### src/rtl/sc_spi_hsctl_if.sv
// rtl/sc_spi_hsctl_if.sv - handshake bundle between the SPI transfer requester and sc_spi_hsctl
// Signals:
//   START, ABORT, ERRCLR, SPIBUSY_SYSCLK : requester/engine -> controller
//   CLKEN, BUSY, DONE, TIMEOUT, TOUT_STS : controller -> requester/engine
// Modports: master (requester side), slave (controller side)
interface sc_spi_hsctl_if;
    logic START;
    logic ABORT;
    logic ERRCLR;
    logic SPIBUSY_SYSCLK;
    logic CLKEN;
    logic BUSY;
    logic DONE;
    logic TIMEOUT;
    logic TOUT_STS;

    modport master (
        output START, ABORT, ERRCLR, SPIBUSY_SYSCLK,
        input  CLKEN, BUSY, DONE, TIMEOUT, TOUT_STS
    );

    modport slave (
        input  START, ABORT, ERRCLR, SPIBUSY_SYSCLK,
        output CLKEN, BUSY, DONE, TIMEOUT, TOUT_STS
    );
endinterface

### src/rtl/sc_spi_hsctl.sv
// rtl/sc_spi_hsctl.sv - SYSCLK-domain handshake controller for the SPI protocol engine
// Optional feature macro: SC_SPI_HSCTL_TIMEOUT_EN (acknowledge timeout, TIMEOUT, TOUT_STS, ERRCLR)
// Ports:
//   SYSCLK  : system clock, rising edge
//   SYSRSTB : asynchronous active-low reset
//   bus     : slave modport; START/ABORT/ERRCLR/SPIBUSY_SYSCLK in,
//             CLKEN/BUSY/DONE/TIMEOUT/TOUT_STS out (all registered)
module sc_spi_hsctl #(
    parameter int unsigned ACK_TIMEOUT  = 255,
    parameter int unsigned GUARD_CYCLES = 4
) (
    input  logic          SYSCLK,
    input  logic          SYSRSTB,
    sc_spi_hsctl_if.slave bus
);
    localparam logic [15:0] ACK_LAST   = 16'(ACK_TIMEOUT - 1);
    localparam logic [15:0] GUARD_LAST = 16'(GUARD_CYCLES - 1);

    typedef enum logic [2:0] {
        S_IDLE,
        S_REQ,
        S_RUN,
        S_STOP,
        S_GUARD
    } state_t;

    state_t      state_q;
    state_t      state_d;
    logic [15:0] cnt_q;
    logic [15:0] cnt_d;
    logic        done_d;
    logic        clken_q;
    logic        busy_q;
    logic        done_q;
    logic        spibusy;

`ifdef SC_SPI_HSCTL_TIMEOUT_EN
    logic        tout_d;
    logic        tout_q;
    logic        tout_sts_q;
`endif

    assign spibusy = bus.SPIBUSY_SYSCLK;

    always_comb begin
        state_d = state_q;
        cnt_d   = cnt_q;
        done_d  = 1'b0;
`ifdef SC_SPI_HSCTL_TIMEOUT_EN
        tout_d  = 1'b0;
`endif
        case (state_q)
            S_IDLE: begin
                // A busy flag still high from a previous transfer blocks the request.
                if (bus.START && !bus.ABORT && !spibusy) begin
                    state_d = S_REQ;
                end
            end
            S_REQ: begin
                cnt_d = cnt_q + 16'd1;
                // Busy is checked first so an acknowledge in the timeout cycle wins.
                if (spibusy) begin
                    state_d = bus.ABORT ? S_STOP : S_RUN;
                end else if (bus.ABORT) begin
                    state_d = S_GUARD;
`ifdef SC_SPI_HSCTL_TIMEOUT_EN
                end else if (cnt_q == ACK_LAST) begin
                    state_d = S_GUARD;
                    tout_d  = 1'b1;
`endif
                end
            end
            S_RUN: begin
                if (!spibusy) begin
                    state_d = S_GUARD;
                    done_d  = 1'b1;
                end else if (bus.ABORT) begin
                    state_d = S_STOP;
                end
            end
            S_STOP: begin
                if (!spibusy) begin
                    state_d = S_GUARD;
                    done_d  = 1'b1;
                end
            end
            S_GUARD: begin
                // A late busy rise (engine acknowledged after a timeout) restarts the interval.
                if (spibusy) begin
                    cnt_d = 16'd0;
                end else if (cnt_q == GUARD_LAST) begin
                    state_d = S_IDLE;
                end else begin
                    cnt_d = cnt_q + 16'd1;
                end
            end
            default: begin
                state_d = S_IDLE;
            end
        endcase
        // The shared counter always starts from zero in a newly entered state.
        if (state_d != state_q) begin
            cnt_d = 16'd0;
        end
    end

    // Outputs are registered from the next state so they line up with the state register.
    always_ff @(posedge SYSCLK or negedge SYSRSTB) begin
        if (!SYSRSTB) begin
            state_q <= S_IDLE;
            cnt_q   <= 16'd0;
            clken_q <= 1'b0;
            busy_q  <= 1'b0;
            done_q  <= 1'b0;
        end else begin
            state_q <= state_d;
            cnt_q   <= cnt_d;
            clken_q <= (state_d == S_REQ) || (state_d == S_RUN);
            busy_q  <= (state_d != S_IDLE);
            done_q  <= done_d;
        end
    end

    assign bus.CLKEN = clken_q;
    assign bus.BUSY  = busy_q;
    assign bus.DONE  = done_q;

`ifdef SC_SPI_HSCTL_TIMEOUT_EN
    always_ff @(posedge SYSCLK or negedge SYSRSTB) begin
        if (!SYSRSTB) begin
            tout_q     <= 1'b0;
            tout_sts_q <= 1'b0;
        end else begin
            tout_q <= tout_d;
            // Setting has priority over a simultaneous clear.
            if (tout_d) begin
                tout_sts_q <= 1'b1;
            end else if (bus.ERRCLR) begin
                tout_sts_q <= 1'b0;
            end
        end
    end

    assign bus.TIMEOUT  = tout_q;
    assign bus.TOUT_STS = tout_sts_q;
`else
    logic unused_cfg;
    assign unused_cfg   = ^{bus.ERRCLR, ACK_LAST};
    assign bus.TIMEOUT  = 1'b0;
    assign bus.TOUT_STS = 1'b0;
`endif
endmodule

### src/flat_wrapper.sv
// flat-port wrapper written by rule: the top's interface ports become plain ports
module sc_spi_hsctl_flat 
#(
    parameter int unsigned ACK_TIMEOUT  = 255,
    parameter int unsigned GUARD_CYCLES = 4
)
  (SYSCLK, SYSRSTB, bus_START, bus_ABORT, bus_ERRCLR, bus_SPIBUSY_SYSCLK, bus_CLKEN, bus_BUSY, bus_DONE, bus_TIMEOUT, bus_TOUT_STS);
  sc_spi_hsctl_if bus_i ();
  input  logic SYSCLK;
  input  logic SYSRSTB;
  input wire logic [$bits(bus_i.START)-1:0] bus_START;
  input wire logic [$bits(bus_i.ABORT)-1:0] bus_ABORT;
  input wire logic [$bits(bus_i.ERRCLR)-1:0] bus_ERRCLR;
  input wire logic [$bits(bus_i.SPIBUSY_SYSCLK)-1:0] bus_SPIBUSY_SYSCLK;
  output wire logic [$bits(bus_i.CLKEN)-1:0] bus_CLKEN;
  output wire logic [$bits(bus_i.BUSY)-1:0] bus_BUSY;
  output wire logic [$bits(bus_i.DONE)-1:0] bus_DONE;
  output wire logic [$bits(bus_i.TIMEOUT)-1:0] bus_TIMEOUT;
  output wire logic [$bits(bus_i.TOUT_STS)-1:0] bus_TOUT_STS;
  assign bus_i.START = bus_START;
  assign bus_i.ABORT = bus_ABORT;
  assign bus_i.ERRCLR = bus_ERRCLR;
  assign bus_i.SPIBUSY_SYSCLK = bus_SPIBUSY_SYSCLK;
  assign bus_CLKEN = bus_i.CLKEN;
  assign bus_BUSY = bus_i.BUSY;
  assign bus_DONE = bus_i.DONE;
  assign bus_TIMEOUT = bus_i.TIMEOUT;
  assign bus_TOUT_STS = bus_i.TOUT_STS;
  sc_spi_hsctl #(.ACK_TIMEOUT(ACK_TIMEOUT), .GUARD_CYCLES(GUARD_CYCLES)) u_core (.SYSCLK(SYSCLK), .SYSRSTB(SYSRSTB), .bus(bus_i));
endmodule
### config.mk
export PLATFORM = sky130hd
export DESIGN_NAME = sc_spi_hsctl_flat
export DESIGN_NICKNAME = d
export VERILOG_FILES = /design/src/rtl/sc_spi_hsctl_if.sv /design/src/rtl/sc_spi_hsctl.sv /design/src/flat_wrapper.sv
export SDC_FILE = /design/constraint.sdc
export NUM_CORES = 1
export LEC_CHECK = 0
export BUFFER_PORTS_ARGS = -buffer_cell sky130_fd_sc_hd__buf_4
export CAP_MARGIN = 15
export CELL_PAD_IN_SITES_DETAIL_PLACEMENT = 0
export CELL_PAD_IN_SITES_GLOBAL_PLACEMENT = 2
export CORE_ASPECT_RATIO = 0.7
export CORE_MARGIN = 3
export CORE_UTILIZATION = 37
export CTS_CLUSTER_DIAMETER = 150
export DETAILED_ROUTE_END_ITERATION = 7
export PLACE_DENSITY_LB_ADDON = 0.1
export SETUP_SLACK_MARGIN = 0.02
export SLEW_MARGIN = 20
export SYNTH_ARGS = -nofsm -noshare
export SYNTH_HDL_FRONTEND = slang
export SYNTH_SLANG_ARGS = --single-unit
### constraint.sdc
create_clock -name SYSCLK -period 2.5 [get_ports SYSCLK]
set_clock_uncertainty 0.15 [all_clocks]
set_input_delay 0 -clock SYSCLK [delete_from_list [all_inputs] [get_ports SYSCLK]]
set_output_delay 0 -clock SYSCLK [all_outputs]
set_load 0.005 [all_outputs]
Word-level counts from Yosys, hierarchy flattened. Index checks and enable logic that the tools add are counted. W data, S select, Z words.

Output and inout port bits: 5. Bits in registers: 22. Word-level logic and storage cells: 41. Input port bits: 6.

Reduce and logical (&&, ||, !) cells: 10. Mux-type cells: 16. Equal/unequal tests: 9. Add/sub/neg operators: 1.

Operator list (count): $mux W16 (3); $pmux W16 S2 (1); $mux W3 (8); $add A16 B1 Y16 const B (1); $eq A16 B2 Y1 const B (1); $pmux W3 S5 (1); $eq A3 B2 Y1 const B (3); $eq A3 B1 Y1 const B (2); $reduce_bool A3 Y1 (2); $ne A4 B4 Y1 const B (1); $eq A3 B3 Y1 const B (1); $logic_not A3 Y1 (1); $mux W1 (3); $ne A3 B3 Y1 (1); $logic_and A1 B1 Y1 (2); $logic_not A1 Y1 (2); $reduce_and A2 Y1 (1); $reduce_or A2 Y1 (1); $logic_or A1 B1 Y1 (1).

Longest topological paths before layout. Gate-level depths: netlist of run 1.

Depth after elaboration: 8. Gate-level depth with buffers: 7. Depth with buffers taken out: 6.

Least setup slack after synthesis of run 1. OpenSTA, ideal clock, no wires.

Path type: flip-flop to flip-flop. Start point: register u_core.cnt_q[0]. End point: register u_core.cnt_q[15]. Arrival: 1.759 ns. Data required time: 2.208 ns. Cell stages (with the launch flop): 7. Setup time: 0.142 ns. Slack: 0.448 ns. Period minus slack after synthesis: 2.052 ns. Path buffers: 1. Cells stage by stage: dfrtp_1 -> ha_1 -> nor4b_1 -> nand4_1 -> a31oi_2 -> buf_4 -> a311oi_2.

Longest elaborated chain between the ends: 7. Elaborated cells between the ends (all ways): 13. Classes of those cells: 1 x add/sub; 3 x eq/ne; 7 x mux; 2 x reduce/logical.

Ends and longest elaborated chain: start: declaration (RTL line sc_spi_hsctl.sv:29) `logic [15:0] cnt_q;`; start signal: assignment (RTL line sc_spi_hsctl.sv:117) `cnt_q <= cnt_d;`; $eq A16 B2 Y1 (RTL line sc_spi_hsctl.sv:91) `end else if (cnt_q == GUARD_LAST) begin`; $mux W3 (RTL line sc_spi_hsctl.sv:91); $mux W3 (RTL line sc_spi_hsctl.sv:89) `if (spibusy) begin`; $pmux W3 S5 (RTL line sc_spi_hsctl.sv:52) `case (state_q)`; $ne A3 B3 Y1 (RTL line sc_spi_hsctl.sv:102) `if (state_d != state_q) begin`; $ne A4 B4 Y1 (no line) or $reduce_bool A3 Y1 (tied branches); $reduce_and A2 Y1 (no line).

Several ways; a longest one is shown, not always the timed one. The select of a mux whose other input is x is not followed. A chain may end at the register's enable or synchronous reset.

Worst setup path in the final report of run 1.
Start point: register u_core.cnt_q[0]. End point: register u_core.cnt_q[13].

Same word-level chain as after synthesis.

==> impl_results.md, run 1 <==
* Port Buffers at 7
* Most used flip-flop cell after synthesis: dfrtp_1
* DR WL/cell at 16.4 microns
* TritonCTS buffer count at 3
* Clock sink total at 22
* Drt first pass iters at 4
* Global route overflow at 0
* Crit path time final at 2230 ps
* Max Slew Vio Count at 0
* FILL cells at 336
* Worst r2r src: u_core.cnt_q[0]
* Initial DRC count at 74
* Hold Slack at 13.1 ps
* Class of the worst hold path: input pin to async pin
* Core Box Area at 3360 sq um
* Row Count at 17
* Via count at 1256
* Relative slew slack at 64.6%
* Design area at 1610 sq um
* Largest net degree at the start of global routing at 23
* Synth Cell Area at 1390 sq um
* Avg Inst Size Synth at 9.35 sq um
* Max Freq at 449 MHz
* Final setup vio count at 0
* CTS clk-pin slew, worst paths at 80 ps
* Vias in the first global route at 1151
* Die Width at 79.3 microns
* Maximum VDD drop at 0.389 mV
* Area growth, synth to finish at 15.9%
* CTS tree: built
* Worst Tran Pin Value at 531 ps
* Full die area at 4550 sq um
* CP Max Fanout at 13
* Layout Nets at 170
* Synthesized flop and latch total at 22
* RSZ-0062 raised after global routing: no
* Crit Path Category: flip-flop to flip-flop
* Remaining DRCs at 0
* Power density cells at 762 nW/um^2
* Critical Path End Type: flip-flop
* Synth Instances at 149
* Total track usage at 17.2%
* First-pass GRT wire length at 6040 microns
* Post-synth EDFFs at 0
* Clk buf depth at 2
* Yosys Warn Count at 0
* Seq/Total Area, Yosys at 39.5%
* Total Power at 1.23 mW
* Share of layout cells above drive strength 1 at 22.2%
* DIE HEIGHT at 57.3 microns
* Crit path required time at 2520 ps
* Via density at 6.01
* Initial antenna violation count at 0
* CP arrival at 2250 ps
* R2R cell count at 6
* GPL Wtd Cong at 0.812
* Flop-to-flop setup slack at 270 ps
* Initial core utilization at 41.4%
* Clock root buffer: clkbuf_8
* Most frequent cells in the layout: dfrtp_1 (22), nand2_1 (17), buf_4 (15), a21oi_1 (14), nor2_1 (11)
* Leakage power at 0.647 nW
* DP Wirelength at 2440 microns
* Hold Fails Final Rpt at 0
* Final WL at 3430 microns
* Async set-or-reset flop fraction in the synthesized netlist at 100%
* Fin crit share at 89.1%
* Leading cell type in the layout, fill and taps excluded: dfrtp_1
* Area after DPL at 1510 sq um
* Critical R2R Capture: u_core.cnt_q[13]
* DRT antenna net count at 0
* Unique masters post-synth at 43
* Worst Setup Start Kind: flip-flop
* Number of top-level pins at 11
* Antenna diode count at 0
* # H-tree levels at 1
* Latest clock arrival within the worst-skew pair at 260 ps
* Max_cap viols at 0
* Status: completed
==> power breakdown <==
group / leakage [nW] / switching (mW) / internal, mW
clock network: 0.0288 / 0.111 / 0.140
logic: 0.317 / 0.339 / 0.205
registers: 0.301 / 0.0327 / 0.401
total: 0.647 / 0.483 / 0.747
==> per-stage QoR <==
step | util, % | setup slack, ps | cells | setup TNS [ps]
3_3_place_gp | 45.0 | 53.7 | 202 | 0
2_1_floorplan | - | 448 | 150 | 0
6_report | 48.0 | 272 | 209 | 0
5_1_grt | 48.0 | 71.3 | 209 | 0
4_1_cts | 47.7 | 98.5 | 209 | 0
3_5_place_dp | 45.0 | -20.6 | 202 | -20.6
==> cell families (layout without fill, tap and decap cells) <==
kind of cell | after synthesis | after routing | synth area share [%]
DFF | 22 | 22 | 39.5
other | 1 | 2 | 0.269
AOI/OAI and AO/OA | 50 | 50 | 28.8
adders and majority gates | 2 | 2 | 1.62
and+or+nand+nor | 60 | 60 | 23.6
buffers and inverters | 14 | 26 | 6.20
==> area by class of cell <==
type | instances | area (sq um) | area share, %
inverter | 3 | 11.3 | 0.698
clock buffer | 4 | 55.1 | 3.41
sequential | 22 | 551 | 34.1
timing repair buffer | 19 | 163 | 10.1
multi-input combinational | 114 | 776 | 48.1
tap | 47 | 58.8 | 3.64
==> registers in the layout, indices dropped and copies added, names as in the netlist <==
register / cells
u_core.bus.BUSY: 1
u_core.bus.CLKEN: 1
u_core.bus.DONE: 1
u_core.cnt_q: 16
u_core.state_q: 3
==> per-layer routing <==
metal | vias to the layer above | part of all wire, % | track usage [%] | wire (microns)
li1 | 595 | - | - | -
met2 | 41 | 41 | 22.7 | 1400
met4 | 0 | 0.55 | 3.92 | 19
met1 | 616 | 52 | 27.2 | 1770
met3 | 4 | 6.7 | 4.89 | 231
met5 | - | 0 | 0 | 0
==> what timing repair did <==
action                     CTS  global route
setup endpoints to repair    2            13
resized for setup            1             2
hold buffers                 3             0
hold endpoints to repair    26             0
buffers inserted             0             0
==> cell usage after synthesis, types with 2 or more instances <==
cell,count,area [sq um]
nand2_1,17,63.8
a311oi_2,7,105
buf_6,2,22.5
o21ai_0,5,25.0
dfrtp_1,22,551
nand2b_1,3,18.8
inv_1,3,11.3
a31oi_1,3,18.8
a21o_1,3,22.5
nand4_1,2,12.5
a41oi_1,2,17.5
nor4b_1,2,17.5
nor3_1,3,15.0
a311oi_1,6,52.6
and4_1,2,17.5
and3_1,3,18.8
nor4_1,3,18.8
a21oi_1,14,70.1
nand3_1,5,25.0
buf_4,3,22.5
nor3b_1,2,15.0
nor2_1,11,41.3
buf_2,6,30.0
==> worst max path at each step <==
stage | from | endpoint
floorplan | u_core.cnt_q[0] | u_core.cnt_q[15]
global placement | u_core.cnt_q[0] | u_core.cnt_q[13]
detailed placement | u_core.cnt_q[0] | u_core.cnt_q[13]
CTS | u_core.cnt_q[7] | u_core.cnt_q[7]
global route | u_core.cnt_q[0] | u_core.cnt_q[13]
finish | u_core.cnt_q[0] | u_core.cnt_q[13]
==> worst max-delay path, cell delays in order, from the launching register on <==
cell and delay (ps):
dfrtp_1 380, ha_1 220, nor4b_2 180, a41o_1 260
o21ai_2 430, o21ai_0 210, a311oi_2 310
Power figures use the tool's default switching activity.
==> inputs of run 2 (changes only) <==
- CELL_PAD_IN_SITES_DETAIL_PLACEMENT: 0 -> unset
- CELL_PAD_IN_SITES_GLOBAL_PLACEMENT: 2 -> unset
- CORE_UTILIZATION: 37 -> 40
- PLACE_DENSITY_LB_ADDON: 0.1 -> unset
==> run 2 against run 1 <==
Net effect:
- non-clock buffer count shrank 2
- sequential power is essentially flat
- total power shrank 5.1%
- maximum frequency shrank 2.8%
- setup slack lost 64 ps
- via count shrank 3.8%
- largest power group unchanged
- register-to-register slack lost 60 ps
- sequential share of layout area grew 0.90 points
- hold slack lost 1.6 ps
- cell area shrank 2.6%
- critical path type unchanged
- sequential cell count is the same
- critical endpoint is now u_core.cnt_q[6]
==> impl_results.md, run 2 (synthesis results as in run 1) <==
* Status: completed (unchanged)
* Full die area at 4240 sq um (was 4550 sq um)
* Largest net degree at the start of global routing at 23 (unchanged)
* Cell family with most CP delay: simple AND/OR/NAND/NOR gates (was compound AO/OA/AOI/OAI gates)
* Class of the worst hold path: input pin to async pin (unchanged)
* Clk network pwr share at 17.8% (was 20.4%)
* Clk buf depth at 2 (unchanged)
* DIE HEIGHT at 55.4 microns (was 57.3 microns)
* Final WL at 3100 microns (was 3430 microns)
* Number of flip-flops in the largest register at 16 (unchanged)
* Max_cap viols at 0 (unchanged)
* Slowest cell on crit path: nor4_1 (was o21ai_2)
* Total Power at 1.17 mW (was 1.23 mW)
* Core Box Area at 3230 sq um (was 3360 sq um)
* Global route overflow at 0 (unchanged)
* Initial DRC count at 50 (was 74)
* Leading cell type in the layout, fill and taps excluded: dfrtp_1 (unchanged)
* Crit path required time at 2510 ps (was 2520 ps)
* DRT antenna net count at 0 (unchanged)
* Most frequent cells in the layout: dfrtp_1 (22), nand2_1 (17), a21oi_1 (14), buf_4 (13), nor2_1 (11) (was dfrtp_1 (22), nand2_1 (17), buf_4 (15), a21oi_1 (14), nor2_1 (11))
* DP Wirelength at 2240 microns (was 2440 microns)
* Power density cells at 743 nW/um^2 (was 762 nW/um^2)
* Total track usage at 16.2% (was 17.2%)
* Slowest Stage Delay on Critical Path at 610 ps (was 430 ps)
* Total Neg Setup Slack at 0 ps (unchanged)
* Number of top-level pins at 11 (unchanged)
* CP Max Fanout at 13 (unchanged)
* Flop pwr share at 37.4% (was 35.3%)
* Row Count at 17 (unchanged)
* Share of layout cells above drive strength 1 at 19.5% (was 22.2%)
* Clock root buffer: clkbuf_8 (unchanged)
* Max Slew Vio Count at 0 (unchanged)
* Vias in the first global route at 1097 (was 1151)
* Drt first pass iters at 4 (unchanged)
* Critical Path End Type: flip-flop (unchanged)
* Relative slew slack at 57.9% (was 64.6%)
* CTS clk-pin slew, worst paths at 70 ps (was 80 ps)
* Maximum VDD drop at 0.580 mV (was 0.389 mV)
* Antenna diode count at 0 (unchanged)
* Fin crit share at 91.7% (was 89.1%)
* Leakage power at 0.626 nW (was 0.647 nW)
* Crit path time final at 2290 ps (was 2230 ps)
* Remaining DRCs at 0 (unchanged)
* Via density at 5.86 (was 6.01)
* Initial core utilization at 43.1% (was 41.4%)
* Largest Register: u_core.cnt_q (unchanged)
* CP arrival at 2300 ps (was 2250 ps)
* First-pass GRT wire length at 5540 microns (was 6040 microns)
* Sw Ratio at 39.7% (was 39.3%)
* GPL Wtd Cong at 0.834 (was 0.812)
* Latest clock arrival within the worst-skew pair at 260 ps (about the same)
* Clock sink total at 22 (unchanged)
* Combinational power share at 44.8% (was 44.3%)
* Hold Fails Final Rpt at 0 (unchanged)
* TritonCTS buffer count at 3 (unchanged)
* CTS tree: built (unchanged)
* Hold Slack at 11.5 ps (was 13.1 ps)
* Die Width at 76.5 microns (was 79.3 microns)
* Final setup vio count at 0 (unchanged)
* Worst Tran Pin Value at 625 ps (was 531 ps)
* Power Internal at 704 uW (was 747 uW)
* FILL cells at 316 (was 336)
* Port Buffers at 7 (unchanged)
* Layout Nets at 168 (was 170)
* Initial antenna violation count at 0 (unchanged)
* Max Freq at 436 MHz (was 449 MHz)
* Largest regs: u_core.cnt_q: 16 flops, u_core.state_q: 3 flops (unchanged)
* Via count at 1208 (was 1256)
* Area growth, synth to finish at 12.9% (was 15.9%)
* Critical-path cell list: nor4_1 -> nand4_1 -> nand3_1 -> nand2_2 -> a311oi_1 (was ha_1 -> nor4b_2 -> a41o_1 -> o21ai_2 -> o21ai_0 -> a311oi_2)
* # H-tree levels at 1 (unchanged)
* Worst Setup Start Kind: flip-flop (unchanged)
* Crit Path Category: flip-flop to flip-flop (unchanged)
* Sw Pwr at 463 uW (was 483 uW)
* DR WL/cell at 15.0 microns (was 16.4 microns)
* WP buf/inv at 0 (unchanged)
* RSZ-0062 raised after global routing: no (unchanged)
run 2: cell count changes in the layout (fill, tap and decap cells not counted):
cell	change
buf_4	-2
clkbuf_8	-1
nor4_1	+1
nor4_2	-1
nor4b_1	+1
nor4b_2	-1
run 2: layout make-up:
type | instances | area (sq um) | share of cell area, %
Clock buffer | 3 | 41.3 | 2.63
Inverter | 3 | 11.3 | 0.716
Multi-Input combinational cell | 114 | 763 | 48.5
Sequential cell | 22 | 551 | 35.0
Tap cell | 47 | 58.8 | 3.74
Timing Repair Buffer | 17 | 148 | 9.39
run 2: worst paths after layout:
path / from / to / slack [ps] / cells after the start
worst max-delay path: u_core.cnt_q[7] / u_core.cnt_q[6] / 210 / 5
worst max register to register: u_core.cnt_q[7] / u_core.cnt_q[6] / 210 / 5
max in group asynchronous: SYSRSTB / u_core.state_q[0] / 1960 / 2
min in group SYSCLK: bus_START / u_core.state_q[0] / 80 / 4
worst min-delay path: SYSRSTB / u_core.cnt_q[15] / 10 / 2
worst min register to register: u_core.cnt_q[12] / u_core.cnt_q[12] / 380 / 1
run 2: metrics by stage:
stage,area (sq um),setup WS [ps],utilization [%],std cells
6_report,1570,208,48.6,206
5_1_grt,1570,23.6,48.6,206
4_1_cts,1570,212,48.6,206
3_5_place_dp,1500,-38.8,46.3,200
3_3_place_gp,1500,81.0,46.3,200
2_1_floorplan,1400,448,-,150
run 2: power by group through the flow:
stage	Clock, mW	Combinational (mW)	Sequential (mW)
floorplan	0	0.379	0.442
global placement	0	0.502	0.441
detailed placement	0	0.514	0.443
CTS	0.224	0.525	0.436
global route	0.242	0.580	0.444
finish	0.208	0.523	0.437
run 2: what timing repair did:
item,CTS,global route
endpoints found under the setup margin,6,0
setup buffers,0,0
resized for setup,1,0
hold buffers,3,0
endpoints found under the hold margin,26,0
run 2: worst reg2reg max path, stage by stage (launching register included):
cell and delay, ps:
dfrtp_1 460, nor4_1 610, nand4_1 240, nand3_1 170, nand2_2 230, a311oi_1 340
run 2: metal layers:
layer / track usage (%) / part of all wire, %
met5: 0 / 0
met4: 3.36 / 0.68
met3: 3.91 / 4.9
met2: 22.0 / 40
met1: 25.5 / 55
